[src/rtl/fetch_prefetch_unit.sv]
// Instruction prefetch stage: issues in-order word fetches, buffers returned words with
// their PCs in a small FIFO and presents them to the core on a valid/ready port.
module fetch_prefetch_unit #(
  parameter int               WIDTH    = 32,
  parameter int               DEPTH    = 4,
  parameter logic [WIDTH-1:0] RESET_PC = '0
) (
  input  logic             clk,
  input  logic             rst_n,
  output logic             imem_req_valid,
  input  logic             imem_req_ready,
  output logic [WIDTH-1:0] imem_req_addr,
  input  logic             imem_rsp_valid,
  input  logic [WIDTH-1:0] imem_rsp_data,
  input  logic             redirect,
  input  logic [WIDTH-1:0] redirect_pc,
  output logic             inst_valid,
  input  logic             inst_ready,
  output logic [WIDTH-1:0] inst_data,
  output logic [WIDTH-1:0] inst_pc
);

  localparam int AW = $clog2(DEPTH);
  localparam int CW = AW + 1;
  localparam logic [CW:0] FULL_LVL = (CW+1)'(DEPTH);

  logic [WIDTH-1:0] fetch_pc;
  logic [WIDTH-1:0] rsp_pc;
  logic [WIDTH-1:0] data_mem [DEPTH];
  logic [WIDTH-1:0] pc_mem   [DEPTH];
  logic [AW-1:0]    rd_ptr;
  logic [AW-1:0]    wr_ptr;
  logic [CW-1:0]    fifo_cnt;
  logic [CW-1:0]    outstanding;
  logic [CW-1:0]    drop_cnt;
  logic [CW:0]      credit_used;
  logic [WIDTH-1:0] redirect_aligned;
  logic             req_fire;
  logic             rsp_take;
  logic             push;
  logic             pop;

  // Handshakes: a transfer happens on a rising edge where valid & ready are both high.
  // Once raised, imem_req_valid only drops without a transfer when redirect is asserted.
  // Responses have no ready; they arrive in request order and are always accepted.
  assign credit_used      = {1'b0, fifo_cnt} + {1'b0, outstanding};
  assign imem_req_valid   = rst_n & ~redirect & (credit_used < FULL_LVL);
  assign imem_req_addr    = fetch_pc;
  assign redirect_aligned = {redirect_pc[WIDTH-1:2], 2'b00};

  assign req_fire = imem_req_valid & imem_req_ready;
  assign rsp_take = imem_rsp_valid & (outstanding != '0);
  assign push     = rsp_take & (drop_cnt == '0) & ~redirect;
  assign pop      = inst_valid & inst_ready;

  assign inst_valid = rst_n & (fifo_cnt != '0);
  assign inst_data  = data_mem[rd_ptr];
  assign inst_pc    = pc_mem[rd_ptr];

  always_ff @(posedge clk) begin
    if (!rst_n) begin
      fetch_pc    <= RESET_PC;
      rsp_pc      <= RESET_PC;
      rd_ptr      <= '0;
      wr_ptr      <= '0;
      fifo_cnt    <= '0;
      outstanding <= '0;
      drop_cnt    <= '0;
    end else begin
      outstanding <= outstanding + CW'(req_fire) - CW'(rsp_take);
      if (pop) begin
        rd_ptr <= rd_ptr + AW'(1);
      end
      if (redirect) begin
        fetch_pc <= redirect_aligned;
        rsp_pc   <= redirect_aligned;
        fifo_cnt <= '0;
        wr_ptr   <= rd_ptr + AW'(pop);
        // Everything still in flight after this edge belongs to the abandoned stream.
        drop_cnt <= outstanding - CW'(rsp_take);
      end else begin
        if (req_fire) begin
          fetch_pc <= fetch_pc + WIDTH'(4);
        end
        if (rsp_take) begin
          if (drop_cnt != '0) begin
            drop_cnt <= drop_cnt - CW'(1);
          end else begin
            rsp_pc <= rsp_pc + WIDTH'(4);
          end
        end
        if (push) begin
          wr_ptr <= wr_ptr + AW'(1);
        end
        fifo_cnt <= fifo_cnt + CW'(push) - CW'(pop);
      end
    end
  end

  // Storage needs no reset; entries are only visible once counted in fifo_cnt.
  always_ff @(posedge clk) begin
    if (push) begin
      data_mem[wr_ptr] <= imem_rsp_data;
      pc_mem[wr_ptr]   <= rsp_pc;
    end
  end

endmodule

[config.mk]
export PLATFORM = sky130hd
export DESIGN_NAME = fetch_prefetch_unit
export DESIGN_NICKNAME = d
export VERILOG_FILES = /design/src/rtl/fetch_prefetch_unit.sv
export SDC_FILE = /design/constraint.sdc
export NUM_CORES = 1
export LEC_CHECK = 0
export ABC_AREA = 1
export BUFFER_PORTS_ARGS = -buffer_cell sky130_fd_sc_hd__buf_4
export CAP_MARGIN = 20
export CORE_ASPECT_RATIO = 0.6
export CORE_MARGIN = 2
export CORE_UTILIZATION = 63
export DETAILED_ROUTE_END_ITERATION = 10
export PLACE_DENSITY_LB_ADDON = 0.2
export SLEW_MARGIN = 20
export SYNTH_ARGS = -nofsm -noshare
export SYNTH_HDL_FRONTEND = slang
export SYNTH_SLANG_ARGS = --single-unit
[constraint.sdc]
create_clock -name clk -period 11.3 [get_ports clk]
set_input_delay 1.695 -clock clk [delete_from_list [all_inputs] [get_ports clk]]
set_output_delay 1.695 -clock clk [all_outputs]
set_load 0.01 [all_outputs]
==> flow_summary_export.csv <==
group,metric,value,unit
synthesis,synth-seq-area-share,63.11,%
synthesis,yosys.area.top_type,"edfxtp_1",
worst_hold_path,timing.hold.worst.class,"reg -> reg",
power,netSwitchingPower,643.7,µW
global_route,grtUsageMet2,43.90,%
die,ios,168,
finish,mostFrequentLayoutCells,"250 x nand2_1, 248 x edfxtp_1, 213 x nor2_1",
synthesis,synthesis.area,14180,µm²
synthesis,synth_compound_gate_area_share,12.13,%
power,cell_internal_pwr,2.024,mW
clock_network,cts.repair.resized,0,
die,fp.dieW,197.7,µm
clock_network,ctsLongestPathBuffers,3,
finish,layout_commonest_cell,"nand2_1",
run_status,status,"complete, no violations",
global_route,grt_pass1_vias,9864,
global_route,grt_antenna_before_repair,0,
synthesis,dominantRegCellSynth,"edfxtp_1",
sta,finalHoldViolCount,0,
power,p_sw_share,24.13,%
synthesis,synth_top_cells_by_area,"edfxtp_1 53%, dfxtp_1 11%, nand2_1 6.6%",
worst_setup_path,cp.arrival,3.02,ns
sta,final_period_utilization,41.69,%
route,wl_per_cell,17.98,µm
finish,final_layout_size_suffix_gt1_share,14.96,%
power,seq_power_share,52.3,%
global_route,grtUsageMet1,42.96,%
synthesis,post_synth_mux_area_share,0,%
global_route,wire_length_of_the_first_global_routing_pass,52540,µm
route,vias_per_cell,5.790,
synthesis,synth_top_area_share,52.52,%
power,pwr_density_cell,161.9,nW/µm²
synthesis,postSynthRegisterBits,323,
synthesis,post_synth_xor_area_fraction,0.9266,%
clock_network,cts_tree,"done",
finish,antenna_cells,0,
global_route,grt_most_used_layer,"met2",
worst_setup_path,crit_path_start_kind,"primary input",
worst_setup_path,type_of_destination_of_the_critical_path,"output port",
finish,syn2layout_area_growth,16.22,%
power,post-layout-total-power,2.667,mW
synthesis,arithmetic_cell_share_of_the_synthesized_area_counting_full_adders_half_adders_and_majority_gates,1.783,%
placement,gpl.final_weighted_congestion,0.9647,
worst_setup_path,timing.critical_path.required,9.61,ns
worst_setup_path,critPathKind,"in -> out",
route,ant_nets,0,
route,routed_wl,33630,µm
global_route,grt_use_total,28.19,%
global_route,groute.layer.met3.usage,3.821,%
global_route,grt_start_max_net_pins,125,
clock_network,cts_max_level,1,
sta,rsz0062_at_grt,"no",
worst_setup_path,worst-path-max-fanout,35,
die,floorplan.die_area,23760,µm²
clock_network,cts_root_buf,"clkbuf_16",
route,detailed_routing_iterations_pass_1,6,
synthesis,synthSimpleGateAreaFrac,16.94,%
clock_network,hold_buffers,0,
power,comb_power_share,11.3,%
die,core.rowCount,42,
power,ir_drop,0.1131,mV
synthesis,postSynth.asyncResetShare,0,%
synthesis,synth_cell_types,41,
power,leakagePower,6.193,nW
sta,tightestPinTransition,0.9223,ns
clock_network,path_clk_slew,0.06,ns
clock_network,total_clock_buffers_created_by_cts,29,
placement,total_of_buffers_placed_on_input_and_output_ports,161,
placement,dpl.hpwl,21440,µm
route,remaining_drc_errors,0,
sta,finalSetupViolations,0,
finish,fin_util,74.66,%
sta,fmaxAchievable,0.2123,GHz
finish,final_nets,1651,
die,floorplan.initialDensity,64.24,%
placement,placed_cells_incl_taps,1817,
sta,slew-limit-headroom,38.51,%
sta,timing.final.crit_period,4.711,ns
clock_network,clk_latency,0.55,ns
synthesis,dominant_combinational_cell_family_by_area_after_synthesis,"simple AND/OR/NAND/NOR gates",
sta,setup_total_negative_slack,0,ns
global_route,globalRoute.totalOverflow,0,
sta,fin_worst_skew,0.02528,ns
sta,drv_slew,0,
clock_network,cts_setup_buffers,0,
die,die-height,120.2,µm
synthesis,yosys_warnings,0,
route,detailedRoute.firstIterationViolations,1189,
synthesis,synth_cells,1426,
synthesis,syn_area_per_cell,9.943,µm²
clock_network,clock_sinks,323,
die,core_area,22070,µm²
synthesis,synth-edff-count,248,
route,routed-via-count,10830,
run,max_cap_violations,0,
finish,layout.cells.non_filler,1870,
power,clock_power_share,36.5,%
==> critical path, cell delays in order <==
cell and delay, ns:
buf_4 0.32, inv_4 0.26, nor2_8 0.30, nand2_2 0.10
nor2_4 0.17, buf_4 0.14
==> cell type report <==
class,instances,area [µm²]
clock buffers,46,819.5
clock inverters,7,111.4
fillers,1519,5593
well taps,286,357.8
inverters,104,396.6
repair buffers,171,1287
multi-input cells,933,4552
flip-flops and latches,323,8954
==> logic make-up after synthesis <==
| family | after synthesis |
|---|---|
| AND/OR/NAND/NOR | 575 |
| other | 1 |
| adder cells (fa/ha/maj) | 19 |
| flip-flops | 323 |
| XOR/XNOR | 15 |
| AO/OA/AOI/OAI | 320 |
| buffers and inverters | 173 |
==> through the flow <==
| stage | worst slack, ns | instance area [µm²] | hold slack [ns] |
|---|---|---|---|
| floorplan | 5.973 | 14190 | 0.4824 |
| global placement | 6.616 | 15540 | 0.5074 |
| detailed placement | 6.606 | 15540 | 0.5116 |
| CTS | 6.605 | 16470 | 0.5205 |
| global route | 6.495 | 16480 | 0.5607 |
| finish | 6.589 | 16480 | 0.5271 |
==> Yosys cell counts, types with 4 or more instances <==
cell type / instances
nor3_1: 4
a31oi_1: 13
xnor2_1: 8
buf_2: 10
edfxtp_1: 248
buf_4: 8
o21ai_0: 166
nor2_2: 7
nand4_1: 8
o22ai_1: 66
nand3_1: 66
inv_1: 100
nor2_1: 217
clkbuf_1: 46
ha_1: 17
a21oi_1: 65
dfxtp_1: 75
xor2_1: 7
nand2_1: 250
nand3b_1: 10
==> power by group through the flow <==
stage | registers, mW | logic, mW | clock network, mW
finish | 1.39 | 0.300 | 0.972
floorplan | 1.41 | 0.180 | 0
CTS | 1.39 | 0.301 | 0.980
global route | 1.40 | 0.333 | 1.03
global placement | 1.42 | 0.288 | 0
detailed placement | 1.42 | 0.298 | 0
==> flip-flops by register name, summed over array words and instances, names as in the netlist, named ones only <==
| signal | flops |
|---|---|
| wr_ptr | 2 |
| imem_req_addr | 30 |
| outstanding | 3 |
| data_mem | 128 |
| fifo_cnt | 3 |
| drop_cnt | 3 |
| rd_ptr | 2 |
| pc_mem | 120 |
| rsp_pc | 30 |
==> routing by layer <==
| metal | wire length [µm] | part of all wire (%) |
|---|---|---|
| met5 | 0 | 0 |
| met4 | 619 | 1.8 |
| met2 | 15000 | 45 |
| met1 | 14920 | 44 |
| met3 | 3097 | 9.2 |
==> final timing paths <==
| check | cells after the start | from | slack, ns | endpoint |
|---|---|---|---|---|
| setup / recovery | 6 | rst_n | 6.59 | imem_req_valid |
| hold / removal | 2 | imem_req_addr[6]$_SDFFE_PN0P_ | 0.53 | imem_req_addr[6]$_SDFFE_PN0P_ |
| setup reg to reg | 9 | drop_cnt[0]$_SDFFE_PN0P_ | 8.12 | data_mem[0][4]$_DFFE_PP_ |
| hold reg to reg | 2 | imem_req_addr[6]$_SDFFE_PN0P_ | 0.53 | imem_req_addr[6]$_SDFFE_PN0P_ |
Note: power is estimated with default switching activity, not from simulation.
